==> src/rtl/mbist_compare_log_if.sv <==
// Compare-log session and compare-request bundle. The master side drives the
// session control and compare request; the slave side is the compare logger.
interface mbist_compare_log_if #(
   parameter int DATA_W = 8,
   parameter int ADDR_W = 8,
   parameter int CNT_W  = 8
);
   logic              start_i;
   logic              end_i;
   logic              cmp_valid_i;
   logic [ADDR_W-1:0] cmp_addr_i;
   logic [DATA_W-1:0] data_comp_i;
   logic [DATA_W-1:0] exp_data_i;
   logic [DATA_W-1:0] mask_i;
   logic              result_o;
   logic              result_valid_o;
   logic              fail_o;
   logic [CNT_W-1:0]  fail_cnt_o;
   logic              first_valid_o;
   logic [ADDR_W-1:0] first_addr_o;
   logic [DATA_W-1:0] first_syn_o;
   logic              busy_o;
   logic              done_o;

   modport master (
      output start_i, end_i, cmp_valid_i, cmp_addr_i, data_comp_i, exp_data_i, mask_i,
      input  result_o, result_valid_o, fail_o, fail_cnt_o, first_valid_o,
             first_addr_o, first_syn_o, busy_o, done_o
   );

   modport slave (
      input  start_i, end_i, cmp_valid_i, cmp_addr_i, data_comp_i, exp_data_i, mask_i,
      output result_o, result_valid_o, fail_o, fail_cnt_o, first_valid_o,
             first_addr_o, first_syn_o, busy_o, done_o
   );
endinterface

==> src/rtl/mbist_compare_log.sv <==
// MBIST compare logger: two-stage masked compare pipeline with a sticky fail
// flag, saturating fail counter and first-fail address/syndrome capture.
//
// state | meaning
// IDLE  | no session yet, compares ignored
// RUN   | session open, compares accepted
// DRAIN | session closed, last accepted compare completing
// DONE  | session closed, log held until next start
module mbist_compare_log #(
   parameter int DATA_W = 8,
   parameter int ADDR_W = 8,
   parameter int CNT_W  = 8
) (
   input  logic                clk_i,
   input  logic                reset_i,
   mbist_compare_log_if.slave  bus
);

   typedef enum logic [1:0] {S_IDLE, S_RUN, S_DRAIN, S_DONE} state_t;

   state_t            state_q, state_d;
   logic              s1_valid_q;
   logic [ADDR_W-1:0] s1_addr_q;
   logic [DATA_W-1:0] s1_syn_q;
   logic              result_q, result_valid_q;
   logic              fail_q;
   logic [CNT_W-1:0]  fail_cnt_q;
   logic              first_valid_q;
   logic [ADDR_W-1:0] first_addr_q;
   logic [DATA_W-1:0] first_syn_q;
   logic              busy_q, done_q;

   logic              accept;
   logic              s2_fail;
   logic [DATA_W-1:0] syn_in;

   assign syn_in  = (bus.data_comp_i ^ bus.exp_data_i) & bus.mask_i;
   assign accept  = (state_q == S_RUN) && bus.cmp_valid_i && !bus.start_i;
   assign s2_fail = s1_valid_q && (s1_syn_q != '0);

   // Next-state: start wins from any state, including over a coincident end.
   always_comb begin
      state_d = state_q;
      if (bus.start_i) begin
         state_d = S_RUN;
      end else begin
         case (state_q)
            S_RUN:   if (bus.end_i) state_d = S_DRAIN;
            S_DRAIN: state_d = S_DONE;
            default: state_d = state_q;
         endcase
      end
   end

   // State, compare pipeline and fail log; start flushes in-flight compares.
   always_ff @(posedge clk_i) begin
      if (reset_i) begin
         state_q        <= S_IDLE;
         busy_q         <= 1'b0;
         done_q         <= 1'b0;
         s1_valid_q     <= 1'b0;
         s1_addr_q      <= '0;
         s1_syn_q       <= '0;
         result_q       <= 1'b0;
         result_valid_q <= 1'b0;
         fail_q         <= 1'b0;
         fail_cnt_q     <= '0;
         first_valid_q  <= 1'b0;
         first_addr_q   <= '0;
         first_syn_q    <= '0;
      end else begin
         state_q <= state_d;
         busy_q  <= (state_d == S_RUN) || (state_d == S_DRAIN);
         done_q  <= (state_d == S_DONE);
         if (bus.start_i) begin
            s1_valid_q     <= 1'b0;
            result_valid_q <= 1'b0;
            fail_q         <= 1'b0;
            fail_cnt_q     <= '0;
            first_valid_q  <= 1'b0;
            first_addr_q   <= '0;
            first_syn_q    <= '0;
         end else begin
            s1_valid_q <= accept;
            if (accept) begin
               s1_addr_q <= bus.cmp_addr_i;
               s1_syn_q  <= syn_in;
            end
            result_valid_q <= s1_valid_q;
            if (s1_valid_q) result_q <= (s1_syn_q == '0);
            if (s2_fail) begin
               fail_q <= 1'b1;
               if (fail_cnt_q != {CNT_W{1'b1}}) fail_cnt_q <= fail_cnt_q + 1'b1;
               if (!first_valid_q) begin
                  first_valid_q <= 1'b1;
                  first_addr_q  <= s1_addr_q;
                  first_syn_q   <= s1_syn_q;
               end
            end
         end
      end
   end

   assign bus.result_o       = result_q;
   assign bus.result_valid_o = result_valid_q;
   assign bus.fail_o         = fail_q;
   assign bus.fail_cnt_o     = fail_cnt_q;
   assign bus.first_valid_o  = first_valid_q;
   assign bus.first_addr_o   = first_addr_q;
   assign bus.first_syn_o    = first_syn_q;
   assign bus.busy_o         = busy_q;
   assign bus.done_o         = done_q;

endmodule

==> src/flat_wrapper.sv <==
// flat-port wrapper written by rule: the top's interface ports become plain ports
module mbist_compare_log_flat 
#(
   parameter int DATA_W = 8,
   parameter int ADDR_W = 8,
   parameter int CNT_W  = 8
)
  (clk_i, reset_i, bus_start_i, bus_end_i, bus_cmp_valid_i, bus_cmp_addr_i, bus_data_comp_i, bus_exp_data_i, bus_mask_i, bus_result_o, bus_result_valid_o, bus_fail_o, bus_fail_cnt_o, bus_first_valid_o, bus_first_addr_o, bus_first_syn_o, bus_busy_o, bus_done_o);
  mbist_compare_log_if #(.DATA_W(DATA_W), .ADDR_W(ADDR_W), .CNT_W(CNT_W)) bus_i ();
  input  logic clk_i;
  input  logic reset_i;
  input wire logic [$bits(bus_i.start_i)-1:0] bus_start_i;
  input wire logic [$bits(bus_i.end_i)-1:0] bus_end_i;
  input wire logic [$bits(bus_i.cmp_valid_i)-1:0] bus_cmp_valid_i;
  input wire logic [$bits(bus_i.cmp_addr_i)-1:0] bus_cmp_addr_i;
  input wire logic [$bits(bus_i.data_comp_i)-1:0] bus_data_comp_i;
  input wire logic [$bits(bus_i.exp_data_i)-1:0] bus_exp_data_i;
  input wire logic [$bits(bus_i.mask_i)-1:0] bus_mask_i;
  output wire logic [$bits(bus_i.result_o)-1:0] bus_result_o;
  output wire logic [$bits(bus_i.result_valid_o)-1:0] bus_result_valid_o;
  output wire logic [$bits(bus_i.fail_o)-1:0] bus_fail_o;
  output wire logic [$bits(bus_i.fail_cnt_o)-1:0] bus_fail_cnt_o;
  output wire logic [$bits(bus_i.first_valid_o)-1:0] bus_first_valid_o;
  output wire logic [$bits(bus_i.first_addr_o)-1:0] bus_first_addr_o;
  output wire logic [$bits(bus_i.first_syn_o)-1:0] bus_first_syn_o;
  output wire logic [$bits(bus_i.busy_o)-1:0] bus_busy_o;
  output wire logic [$bits(bus_i.done_o)-1:0] bus_done_o;
  assign bus_i.start_i = bus_start_i;
  assign bus_i.end_i = bus_end_i;
  assign bus_i.cmp_valid_i = bus_cmp_valid_i;
  assign bus_i.cmp_addr_i = bus_cmp_addr_i;
  assign bus_i.data_comp_i = bus_data_comp_i;
  assign bus_i.exp_data_i = bus_exp_data_i;
  assign bus_i.mask_i = bus_mask_i;
  assign bus_result_o = bus_i.result_o;
  assign bus_result_valid_o = bus_i.result_valid_o;
  assign bus_fail_o = bus_i.fail_o;
  assign bus_fail_cnt_o = bus_i.fail_cnt_o;
  assign bus_first_valid_o = bus_i.first_valid_o;
  assign bus_first_addr_o = bus_i.first_addr_o;
  assign bus_first_syn_o = bus_i.first_syn_o;
  assign bus_busy_o = bus_i.busy_o;
  assign bus_done_o = bus_i.done_o;
  mbist_compare_log #(.DATA_W(DATA_W), .ADDR_W(ADDR_W), .CNT_W(CNT_W)) u_core (.clk_i(clk_i), .reset_i(reset_i), .bus(bus_i));
endmodule
==> config.mk <==
export PLATFORM = sky130hd
export DESIGN_NAME = mbist_compare_log_flat
export DESIGN_NICKNAME = d
export VERILOG_FILES = /design/src/rtl/mbist_compare_log_if.sv /design/src/rtl/mbist_compare_log.sv /design/src/flat_wrapper.sv
export SDC_FILE = /design/constraint.sdc
export NUM_CORES = 1
export LEC_CHECK = 0
export BUFFER_PORTS_ARGS = -buffer_cell sky130_fd_sc_hd__buf_4
export CORE_ASPECT_RATIO = 1.5
export CORE_MARGIN = 1
export CORE_UTILIZATION = 49
export DETAILED_ROUTE_END_ITERATION = 8
export PLACE_DENSITY = 0.76
export SLEW_MARGIN = 25
export SYNTH_ARGS = -nofsm -noshare
export SYNTH_HDL_FRONTEND = slang
export SYNTH_SLANG_ARGS = --single-unit
export TNS_END_PERCENT = 10
==> constraint.sdc <==
create_clock -name clk_i -period 1.9 [get_ports clk_i]
set_input_delay 0.095 -clock clk_i [delete_from_list [all_inputs] [get_ports clk_i]]
set_output_delay 0.095 -clock clk_i [all_outputs]
set_load 0.005 [all_outputs]
; ---- Word-level counts from Yosys, hierarchy flattened
; Cells that the tools add are included.
[classes]
n_mux = 3
n_addsub = 1
magnitude_cmp = 0
n_div = 0
bitwise_logic = 4
reduce_logical = 12
eq_ne = 6
multipliers = 0
shifts = 0
[ops]
columns = cell, count
row1 = adder 8 x 1 -> 8 bit (second input constant), 1
row2 = AND 8 bit, 1
row3 = logical NOT 8 bit, 1
row4 = inequality test 8 bit (second input constant), 1
row5 = AND reduction 2 bit, 4
row6 = nonzero test 8 bit, 1
row7 = bitwise XOR 8 bit, 1
row8 = equality test 2 bit (second input constant), 3
row9 = equality test 2 x 1 -> 1 bit (second input constant), 2
row10 = two-way mux 2 bit, 2
row11 = case mux 2 bit (2 select lines), 1
row12 = logical AND 1 bit, 3
row13 = inverter 1 bit, 2
row14 = OR reduction 2 bit, 1
row15 = logical NOT 1 bit, 1
row16 = logical OR 1 bit, 1
[totals]
mem_bits_rw = 0
latchBits = 0
n_memories = 0
out_inout_bits = 30
inputBits = 37
rom_bits = 0
wordCells = 38
register_bits = 48

; ---- Longest topological paths before layout
; Gate-level depths: netlist (run 1).
[logic_depth]
ltp_word = 5
ltp_mapped = 8

; ---- Worst setup path after synthesis (run 1)
; No wires, ideal clock.
[synth_path]
path_kind = register -> register
startpoint = reg u_core.state_q[0]
endpoint = reg u_core.busy_q (netlist: u_core.bus.busy_o)
t_arrival_ps = 1408
t_required_ps = 1772
path_slack_ps = 364
stages_incl_launch_ff = 7
path_buffers = 0
path_cell_list = dfxtp_1 > inv_1 > ha_1 > o32ai_1 > nor2_1 > ha_1 > nor2b_1
[synth_between]
elab_chain_cells = 5
word_cells_on_any_way = 8
[synth_lines]
columns = element, line_no
row1 = from (decl), mbist_compare_log.sv:21  ; state_t state_q, state_d;
row2 = from (signal assigned), mbist_compare_log.sv:72  ; state_q <= state_d;
row3 = equality test 2 bit or equality test 2 x 1 -> 1 bit (tied branches), mbist_compare_log.sv:47  ; case (state_q)
row4 = case mux 2 bit (2 select lines) *, mbist_compare_log.sv:47
row5 = two-way mux 2 bit *, mbist_compare_log.sv:44  ; if (bus.start_i) begin
row6 = via u_core.state_d[1], mbist_compare_log.sv:21
row7 = equality test 2 x 1 -> 1 bit or equality test 2 bit (tied branches), mbist_compare_log.sv:73  ; busy_q <= (state_d == S_RUN) || (state_d == S_DRAIN);
row8 = logical OR 1 bit *, mbist_compare_log.sv:73
row9 = to (signal assigned), mbist_compare_log.sv:73
row10 = to (decl), mbist_compare_log.sv:31  ; logic busy_q, done_q;
; The timed path passes the listed nets; every way through them passes the cells marked *.
; A chain may end at the register's enable or synchronous reset.

; ---- Final worst setup path (run 1)
; Same ends and word-level chain as after synthesis.

==> results of run 1 <==
==> critical path: cells and delay by family, from the launching register on <==
kind | cells | cell delay [ps]
adder cells (fa/ha/maj) | 2 | 610
flip-flops | 1 | 360
AO/OA/AOI/OAI | 1 | 310
AND/OR/NAND/NOR | 2 | 200
buffers and inverters | 1 | 50
==> logic make-up (layout without fill, tap and decap cells) <==
logic type                 count (synthesis)  after routing  share of synthesized area (%)
DFF                                       48             48                           48.1
adders and majority gates                  4              4                           2.50
AOI/OAI and AO/OA                         44             44                           13.3
buffers and inverters                     16             81                           4.00
and+or+nand+nor                          100            100                           24.1
xor gates and xnor gates                   8              8                           3.50
muxes                                      9              9                           4.51
==> sequential cells by signal (all words and copies together), names as in the netlist <==
name and count:
u_core.s1_addr_q 8, u_core.bus.first_addr_o 8, u_core.bus.done_o 1, u_core.bus.fail_o 1, u_core.s1_syn_q 8, u_core.bus.first_syn_o 8, u_core.s1_valid_q 1, u_core.bus.busy_o 1
u_core.bus.fail_cnt_o 8, u_core.bus.result_valid_o 1, u_core.state_q 2, u_core.bus.result_o 1
==> area by class of cell <==
class / instances / area (um2) / area share, %
inverters: 4 / 15.0 / 0.567
flip-flops and latches: 48 / 961 / 36.3
multi-input cells: 165 / 958 / 36.2
clock inverters: 3 / 68.8 / 2.60
clock buffers: 5 / 68.8 / 2.60
well taps: 45 / 56.3 / 2.13
repair buffers: 69 / 518 / 19.6
==> cell usage after synthesis, types with 4 or more instances <==
cell	number
mux2i_1	9
xor2_1	8
nand3_1	20
a21oi_1	23
inv_1	4
nand2_1	38
ha_1	4
dfxtp_1	48
o21ai_0	11
clkbuf_1	7
nor2_1	21
nor2b_1	4
==> worst max-delay path by stage <==
stage,from,end,cells after the start
after global routing,u_core.state_q[1]$_SDFF_PP0_,u_core.s1_syn_q[6]$_SDFFE_PP0P_,5
after floorplan,u_core.state_q[0]$_SDFF_PP0_,u_core.bus.busy_o$_SDFF_PP0_,6
after CTS,u_core.state_q[0]$_SDFF_PP0_,u_core.bus.busy_o$_SDFF_PP0_,6
final,u_core.state_q[0]$_SDFF_PP0_,u_core.bus.busy_o$_SDFF_PP0_,6
after global placement,u_core.state_q[0]$_SDFF_PP0_,u_core.bus.busy_o$_SDFF_PP0_,6
after detailed placement,u_core.state_q[0]$_SDFF_PP0_,u_core.bus.busy_o$_SDFF_PP0_,6
==> stage by stage <==
stage                     power [mW]  hold slack, ps
after floorplan                 1.12             231
after global placement          1.20             346
after detailed placement        1.21             352
after CTS                       2.08            25.1
after global routing            2.14            26.5
final                           2.07            30.0
==> metal layers <==
metal | GRT usage, % | up-vias
met1 | 24.1 | 822
met5 | 0 | -
met4 | 7.69 | 0
li1 | - | 909
met3 | 5.11 | 5
met2 | 37.2 | 46
==> power by group <==
part	internal (mW)	switching [mW]	leakage, nW
Sequential	1.02	0.00764	0.388
Combinational	0.0814	0.0729	0.608
Clock	0.530	0.355	0.0687
==> flow_metrics.env, run 1 <==
export IMPL_fin_nets=334
export IMPL_crit_chain="inv_1, ha_1, o32ai_1, nor2_1, ha_1, nor2b_1"
export IMPL_drc_errors=2
export IMPL_initial_core_util_pct=51.0
export IMPL_status="finished, violations left"
export IMPL_cts_sinks=48
export IMPL_area_delta_synth_final_pct=32.4
export IMPL_ios=67
export IMPL_postRouteAntennaNets=0
export IMPL_num_vias=1782
export IMPL_dpl_cell_area_um2=2510
export IMPL_synth_top_area_share_pct=48.1
export IMPL_max_freq_mhz=615
export IMPL_powerDensity_nw_per_um2=781
export IMPL_path_max_fanout=4
export IMPL_cp_end_kind="flop"
export IMPL_grt_pass1_wl_mm=6.76
export IMPL_clock_latency_ps=300
export IMPL_synth_cell_type_count=38
export IMPL_io_buffers=66
export IMPL_place_inst=331
export IMPL_cts_root_buffer="clkbuf_8"
export IMPL_synth_warnings=0
export IMPL_violations="design-rule violations"
export IMPL_highest_layer="met4"
export IMPL_cts_hold_buffers_added=0
export IMPL_finalCriticalPeriod_ps=1630
export IMPL_wl_met1_mm=1.84
export IMPL_clk_path_buf_depth=2
export IMPL_grt_antenna_before_repair=0
export IMPL_cp_arrival_ps=1820
export IMPL_synthArstFlopShare_pct=0
export IMPL_layout_common_cells="buf_4, dfxtp_1, nand2_1"
export IMPL_htree_levels=2
export IMPL_stdcell_area_um2=2650
export IMPL_holdPathEnd="u_core.s1_addr_q[1]$_SDFFE_PP0P_"
export IMPL_r2r_slack_ps=270
export IMPL_drv_cap=0
export IMPL_setup_viol=0
export IMPL_wl_mm=4.32
export IMPL_place_hpwl_mm=3.02
export IMPL_slowest_delay_ps=360
export IMPL_dr_pass1_iters=6
export IMPL_wl_per_cell_um=12.8
export IMPL_wl_met3_um=175
export IMPL_synth_seq_cells=48
export IMPL_postSynthAreaPerCell_um2=8.73
export IMPL_cts_tree="yes"
export IMPL_drive_gt1_share_pct=29.6
export IMPL_hold_path_class="in2reg"
export IMPL_grt_pass1_vias=1552
export IMPL_synth_cells=229
export IMPL_globalRouteTotalUtil_pct=21.4
export IMPL_synth_area_um2=2000
export IMPL_grt_setup_unrepaired="false"
export IMPL_synth_top_cells_by_area="dfxtp_1, nand2_1, a21oi_1, nand3_1, mux2i_1"
export IMPL_fin_util_pct=67.4
export IMPL_routed_wl_met2_mm=2.24
export IMPL_cts_setup_buffers=0
export IMPL_dieWidth_um=54.2
export IMPL_reg2reg_to="u_core.bus.busy_o$_SDFF_PP0_"
export IMPL_place_gp_congestion=0.767
export IMPL_final_cells=339
export IMPL_setup_slack_ps=273
export IMPL_tightest_slew_ps=593
export IMPL_routed_via_density=5.26
export IMPL_final_common_cell="buf_4"
export IMPL_drt_iter0_markers=62
export IMPL_synth_ff_type="dfxtp_1"
export IMPL_synth_edf_count=0
export IMPL_crit_slowest_cell="dfxtp_1"
export IMPL_ir_drop_v=0.000576
export IMPL_die_h_um=80.2
export IMPL_required_ps=2090
export IMPL_yosysSeqAreaShare_pct=48.1
export IMPL_hold_viol=0
export IMPL_crit_top_cell="ha_1"
export IMPL_p_leak_nw=1.06
export IMPL_finalSetupTns_ps=0
export IMPL_finalCritPeriodShare_pct=85.6
export IMPL_min_delay_path_depth=3
export IMPL_dieArea_um2=4350
export IMPL_antenna_cells=0
export IMPL_finalMaxSlewViolations=0
export IMPL_clk_pin_slew_ps=90
export IMPL_fill_cells=344
export IMPL_grt_start_max_net_pins=25
export IMPL_numCtsBuffers=5
export IMPL_yosysTopAreaCell="dfxtp_1"
export IMPL_fin_skew_ps=5.52
export IMPL_coreArea_um2=3920
export IMPL_ff2ff_path_depth=6
export IMPL_cts_repair_resized=0
export IMPL_rows=28
export IMPL_hp_start="bus_cmp_addr_i[1]"
export IMPL_crit_type="reg2reg"
export IMPL_startpoint_type="flop"
export IMPL_dp_worst_setup_slack_ps=278
export IMPL_synth_net_count=270
export IMPL_overflow=0
export IMPL_slew_headroom_pct=60.5
export IMPL_r2r_start="u_core.state_q[0]$_SDFF_PP0_"
No activity file was read; power rests on OpenSTA's default activity.
==> inputs of run 2 (changes only) <==
--- a/config.mk
+++ b/config.mk
@@ -10,6 +10,7 @@
 export CORE_MARGIN = 1
 export CORE_UTILIZATION = 49
 export DETAILED_ROUTE_END_ITERATION = 8
+export MAX_ROUTING_LAYER = met4
 export PLACE_DENSITY = 0.76
 export SLEW_MARGIN = 25
 export SYNTH_ARGS = -nofsm -noshare
==> flow_metrics.env, run 2 (synthesis gave the netlist of run 1 again) <==
export IMPL_status="finished clean"
export IMPL_routed_via_density=5.30
export IMPL_clk_pin_slew_ps=90
export IMPL_comb_power_share_pct=7.5
export IMPL_final_cells=339
export IMPL_path_max_fanout=4
export IMPL_cp_end_kind="flop"
export IMPL_drc_errors=0
export IMPL_p_int_mw=1.63
export IMPL_cts_setup_buffers=0
export IMPL_hold_viol=0
export IMPL_min_delay_path_depth=3
export IMPL_dieArea_um2=4350
export IMPL_numCtsBuffers=5
export IMPL_grt_pass1_wl_mm=6.78
export IMPL_drive_gt1_share_pct=29.6
export IMPL_io_buffers=66
export IMPL_grt_start_max_net_pins=25
export IMPL_crit_chain="inv_1, ha_1, o32ai_1, nor2_1, ha_1, nor2b_1"
export IMPL_crit_type="reg2reg"
export IMPL_finalMaxSlewViolations=0
export IMPL_finalCriticalPeriod_ps=1630
export IMPL_tightest_slew_ps=604
export IMPL_hold_path_class="in2reg"
export IMPL_finalCritPeriodShare_pct=85.6
export IMPL_p_seq_share_pct=49.7
export IMPL_initial_core_util_pct=51.0
export IMPL_startpoint_type="flop"
export IMPL_coreArea_um2=3920
export IMPL_grt_busiest_layer="met2"
export IMPL_layout_common_cells="buf_4, dfxtp_1, nand2_1"
export IMPL_seq_area_um2=961
export IMPL_max_freq_mhz=615
export IMPL_fill_cells=344
export IMPL_power_total_mw=2.07
export IMPL_slew_headroom_pct=59.7
export IMPL_reg2reg_to="u_core.bus.busy_o$_SDFF_PP0_"
export IMPL_dieWidth_um=54.2
export IMPL_area_delta_synth_final_pct=32.4
export IMPL_crit_slowest_cell="dfxtp_1"
export IMPL_die_h_um=80.2
export IMPL_place_gp_congestion=0.778
export IMPL_crit_top_cell="ha_1"
export IMPL_ios=67
export IMPL_setup_viol=0
export IMPL_cts_sinks=48
export IMPL_rows=28
export IMPL_p_leak_nw=1.06
export IMPL_p_switching_mw=0.436
export IMPL_cts_repair_resized=0
export IMPL_multiInputGateArea_um2=958
export IMPL_powerDensity_nw_per_um2=781
export IMPL_grt_setup_unrepaired="false"
export IMPL_clockPowerShare_pct=42.8
export IMPL_crit_family="adder cells"
export IMPL_worst_path_buf_inv=1
export IMPL_drt_iter0_markers=59
export IMPL_final_common_cell="buf_4"
export IMPL_num_vias=1798
export IMPL_met1_usage_pct=24.2
export IMPL_overflow=0
export IMPL_globalRouteTotalUtil_pct=21.9
export IMPL_fin_nets=334
export IMPL_p_sw_share_pct=21.1
export IMPL_cts_root_buffer="clkbuf_8"
export IMPL_r2r_slack_ps=270
export IMPL_antenna_cells=0
export IMPL_grtUsageMet2_pct=37.1
export IMPL_cts_hold_buffers_added=0
export IMPL_wl_per_cell_um=12.8
export IMPL_drv_cap=0
export IMPL_clock_latency_ps=300
export IMPL_grt_antenna_before_repair=0
export IMPL_ff2ff_path_depth=6
export IMPL_place_hpwl_mm=3.02
export IMPL_ir_drop_v=0.000577
export IMPL_htree_levels=2
export IMPL_cp_depth=6
export IMPL_hp_start="bus_cmp_addr_i[1]"
export IMPL_slowest_delay_ps=360
export IMPL_grt_pass1_vias=1548
export IMPL_cts_tree="yes"
export IMPL_r2r_start="u_core.state_q[0]$_SDFF_PP0_"
export IMPL_place_inst=331
export IMPL_holdPathEnd="u_core.s1_addr_q[1]$_SDFFE_PP0P_"
export IMPL_use_met3_pct=5.11
export IMPL_fin_skew_ps=5.88
export IMPL_required_ps=2090
export IMPL_clk_path_buf_depth=2
export IMPL_finalSetupTns_ps=0
export IMPL_wl_mm=4.32
export IMPL_dr_pass1_iters=4
export IMPL_cp_arrival_ps=1820
export IMPL_postRouteAntennaNets=0
run 2: cell counts in the layout (fill, tap and decap cells not counted):
No cell type changed its count.
run 2: per-stage QoR:
stage	hold slack [ps]	instance area [um2]	utilization [%]	setup WS [ps]
5_1_grt	26.5	2650	67.4	129
6_report	30.2	2650	67.4	273
3_3_place_gp	346	2510	63.9	323
4_1_cts	25.1	2650	67.4	260
3_5_place_dp	352	2510	63.9	278
2_1_floorplan	231	2000	-	364
run 2: worst max path at each step:
stage / startpoint / endpoint / slack (ps)
after floorplan: u_core.state_q[0]$_SDFF_PP0_ / u_core.bus.busy_o$_SDFF_PP0_ / 360
after global placement: u_core.state_q[0]$_SDFF_PP0_ / u_core.bus.busy_o$_SDFF_PP0_ / 320
after detailed placement: u_core.state_q[0]$_SDFF_PP0_ / u_core.bus.busy_o$_SDFF_PP0_ / 280
after CTS: u_core.state_q[0]$_SDFF_PP0_ / u_core.bus.busy_o$_SDFF_PP0_ / 260
after global routing: u_core.state_q[1]$_SDFF_PP0_ / u_core.s1_syn_q[6]$_SDFFE_PP0P_ / 130
final: u_core.state_q[0]$_SDFF_PP0_ / u_core.bus.busy_o$_SDFF_PP0_ / 270
run 2: power by group through the flow:
stage / Clock [mW] / Sequential (mW) / Combinational (mW)
5_1_grt: 0.944 / 1.03 / 0.172
6_report: 0.885 / 1.03 / 0.155
3_5_place_dp: 0 / 1.05 / 0.156
3_3_place_gp: 0 / 1.05 / 0.152
4_1_cts: 0.895 / 1.03 / 0.157
2_1_floorplan: 0 / 1.05 / 0.0728
run 2: layout make-up:
cell class / count / share of cell area, %
flip-flops and latches: 48 / 36.3
repair buffers: 69 / 19.6
well taps: 45 / 2.13
multi-input cells: 165 / 36.2
clock inverters: 3 / 2.60
inverters: 4 / 0.567
clock buffers: 5 / 2.60
run 2: per-layer routing:
layer / vias up / share of wire (%)
met1: 827 / 42
met5: - / 0
li1: 909 / -
met3: 5 / 4.2
met4: 0 / 1.6
met2: 57 / 52
run 2: worst register-to-register path, delay by kind of cell, from the launching register on:
kind                       cells  cell delay (ps)
adders and majority gates      2              610
AOI/OAI and AO/OA              1              310
and+or+nand+nor                2              200
buffers and inverters          1               50
DFF                            1              360
==> inputs of run 3 (changes only) <==
--- a/config.mk
+++ b/config.mk
@@ -5,10 +5,13 @@
 export SDC_FILE = /design/constraint.sdc
 export NUM_CORES = 1
 export LEC_CHECK = 0
+export ABC_CLOCK_PERIOD_IN_PS = 1900
 export BUFFER_PORTS_ARGS = -buffer_cell sky130_fd_sc_hd__buf_4
+export CELL_PAD_IN_SITES_DETAIL_PLACEMENT = 0
+export CELL_PAD_IN_SITES_GLOBAL_PLACEMENT = 1
 export CORE_ASPECT_RATIO = 1.5
 export CORE_MARGIN = 1
-export CORE_UTILIZATION = 49
+export CORE_UTILIZATION = 36
 export DETAILED_ROUTE_END_ITERATION = 8
 export MAX_ROUTING_LAYER = met4
 export PLACE_DENSITY = 0.76
==> flow_metrics.env, run 3 (synthesis gave the netlist of run 1 again) <==
export IMPL_use_met3_pct=3.41
export IMPL_num_vias=1736
export IMPL_stdcell_area_um2=2650
export IMPL_p_seq_share_pct=53.7
export IMPL_place_inst=354
export IMPL_postRouteAntennaNets=0
export IMPL_rows=32
export IMPL_drc_errors=0
export IMPL_ios=67
export IMPL_grtUsageMet2_pct=28.3
export IMPL_drv_cap=0
export IMPL_fin_skew_ps=10.6
export IMPL_seq_area_um2=961
export IMPL_p_int_mw=1.49
export IMPL_cts_tree="yes"
export IMPL_p_leak_nw=1.05
export IMPL_cts_sinks=48
export IMPL_hold_ws_ps=40.9
export IMPL_status="finished clean"
export IMPL_drive_gt1_share_pct=29.6
export IMPL_globalRouteTotalUtil_pct=16.3
export IMPL_final_cells=362
export IMPL_grt_busiest_layer="met2"
export IMPL_clk_path_buf_depth=2
export IMPL_comb_power_share_pct=8.1
export IMPL_grt_pass1_wl_mm=7.29
export IMPL_ir_drop_v=0.000456
export IMPL_final_common_cell="buf_4"
export IMPL_max_freq_mhz=616
export IMPL_numCtsBuffers=5
export IMPL_die_h_um=93.3
export IMPL_wl_per_cell_um=12.3
export IMPL_cts_setup_buffers=0
export IMPL_cp_arrival_ps=1800
export IMPL_dieArea_um2=5860
export IMPL_powerDensity_nw_per_um2=721
export IMPL_coreArea_um2=5250
export IMPL_drt_iter0_markers=119
export IMPL_tightest_slew_ps=652
export IMPL_overflow=0
export IMPL_finalCriticalPeriod_ps=1620
export IMPL_fin_nets=334
export IMPL_dpl_cell_area_um2=2540
export IMPL_dieWidth_um=62.9
export IMPL_crit_type="reg2reg"
export IMPL_htree_levels=2
export IMPL_initial_core_util_pct=38.1
export IMPL_finalCritPeriodShare_pct=85.5
export IMPL_reg2reg_to="u_core.bus.busy_o$_SDFF_PP0_"
export IMPL_cts_hold_buffers_added=0
export IMPL_r2r_start="u_core.state_q[0]$_SDFF_PP0_"
export IMPL_clockPowerShare_pct=38.2
export IMPL_p_switching_mw=0.421
export IMPL_clk_pin_slew_ps=90
export IMPL_antenna_cells=0
export IMPL_cts_repair_resized=0
export IMPL_multiInputGateArea_um2=958
export IMPL_ff2ff_path_depth=6
export IMPL_clock_latency_ps=300
export IMPL_p_sw_share_pct=22.0
export IMPL_r2r_slack_ps=280
export IMPL_io_buffers=66
export IMPL_grt_start_max_net_pins=25
export IMPL_hold_path_class="in2reg"
export IMPL_grt_antenna_before_repair=0
export IMPL_layout_common_cells="buf_4, dfxtp_1, nand2_1"
export IMPL_grt_setup_unrepaired="false"
export IMPL_routed_via_density=4.80
export IMPL_finalSetupTns_ps=0
export IMPL_required_ps=2080
export IMPL_grt_pass1_vias=1572
export IMPL_place_gp_congestion=0.788
export IMPL_slew_headroom_pct=56.6
export IMPL_cts_root_buffer="clkbuf_8"
export IMPL_hp_start="bus_cmp_addr_i[6]"
export IMPL_setup_viol=0
export IMPL_place_hpwl_mm=3.12
export IMPL_fill_cells=547
export IMPL_met1_usage_pct=18.5
export IMPL_startpoint_type="flop"
export IMPL_wl_mm=4.45
export IMPL_hold_viol=0
export IMPL_min_delay_path_depth=3
export IMPL_finalMaxSlewViolations=0
export IMPL_dr_pass1_iters=4
export IMPL_area_delta_synth_final_pct=32.5
export IMPL_holdPathEnd="u_core.s1_addr_q[6]$_SDFFE_PP0P_"
export IMPL_cp_end_kind="flop"
export IMPL_path_max_fanout=4
run 3: per-stage QoR:
step / util (%) / power, mW / setup slack [ps]
after floorplan: - / 1.12 / 364
after global placement: 48.4 / 1.21 / 297
after detailed placement: 48.4 / 1.21 / 274
after CTS: 50.5 / 1.94 / 255
after global routing: 50.5 / 2.00 / 115
final: 50.5 / 1.91 / 276
run 3: per-layer routing:
layer,routed length (um),share of wire (%)
met5,0,0
met4,62,1.4
met3,166,3.7
met2,2270,51
met1,1950,44
run 3: how the worst max path moves through the flow:
| stage | startpoint | end | slack, ps | depth (start not counted) |
|---|---|---|---|---|
| after floorplan | u_core.state_q[0]$_SDFF_PP0_ | u_core.bus.busy_o$_SDFF_PP0_ | 360 | 6 |
| after global placement | u_core.state_q[1]$_SDFF_PP0_ | u_core.s1_syn_q[4]$_SDFFE_PP0P_ | 300 | 5 |
| after detailed placement | u_core.state_q[1]$_SDFF_PP0_ | u_core.s1_syn_q[4]$_SDFFE_PP0P_ | 270 | 5 |
| after CTS | u_core.state_q[1]$_SDFF_PP0_ | u_core.s1_syn_q[4]$_SDFFE_PP0P_ | 260 | 5 |
| final | u_core.state_q[0]$_SDFF_PP0_ | u_core.bus.busy_o$_SDFF_PP0_ | 280 | 6 |
| after global routing | u_core.state_q[0]$_SDFF_PP0_ | u_core.bus.busy_o$_SDFF_PP0_ | 110 | 6 |
run 3: area by class of cell:
| cell class | count | share of cell area [%] |
|---|---|---|
| clock inverter | 3 | 1.61 |
| timing repair buffer | 69 | 19.6 |
| sequential | 48 | 36.3 |
| clock buffer | 5 | 2.60 |
| inverter | 4 | 0.567 |
| tap | 68 | 3.21 |
| multi-input combinational | 165 | 36.2 |
run 3: critical path: stages, from the launching register on:
cell and delay [ps]:
dfxtp_1 350, inv_1 50, ha_1 320, o32ai_1 310, nor2_1 80, ha_1 280, nor2b_1 120
run 3: power by group through the flow:
stage	logic [mW]	clock network (mW)	registers (mW)
after floorplan	0.0728	0	1.05
after global placement	0.156	0	1.05
after detailed placement	0.158	0	1.05
after CTS	0.158	0.756	1.03
after global routing	0.172	0.799	1.03
final	0.155	0.729	1.03
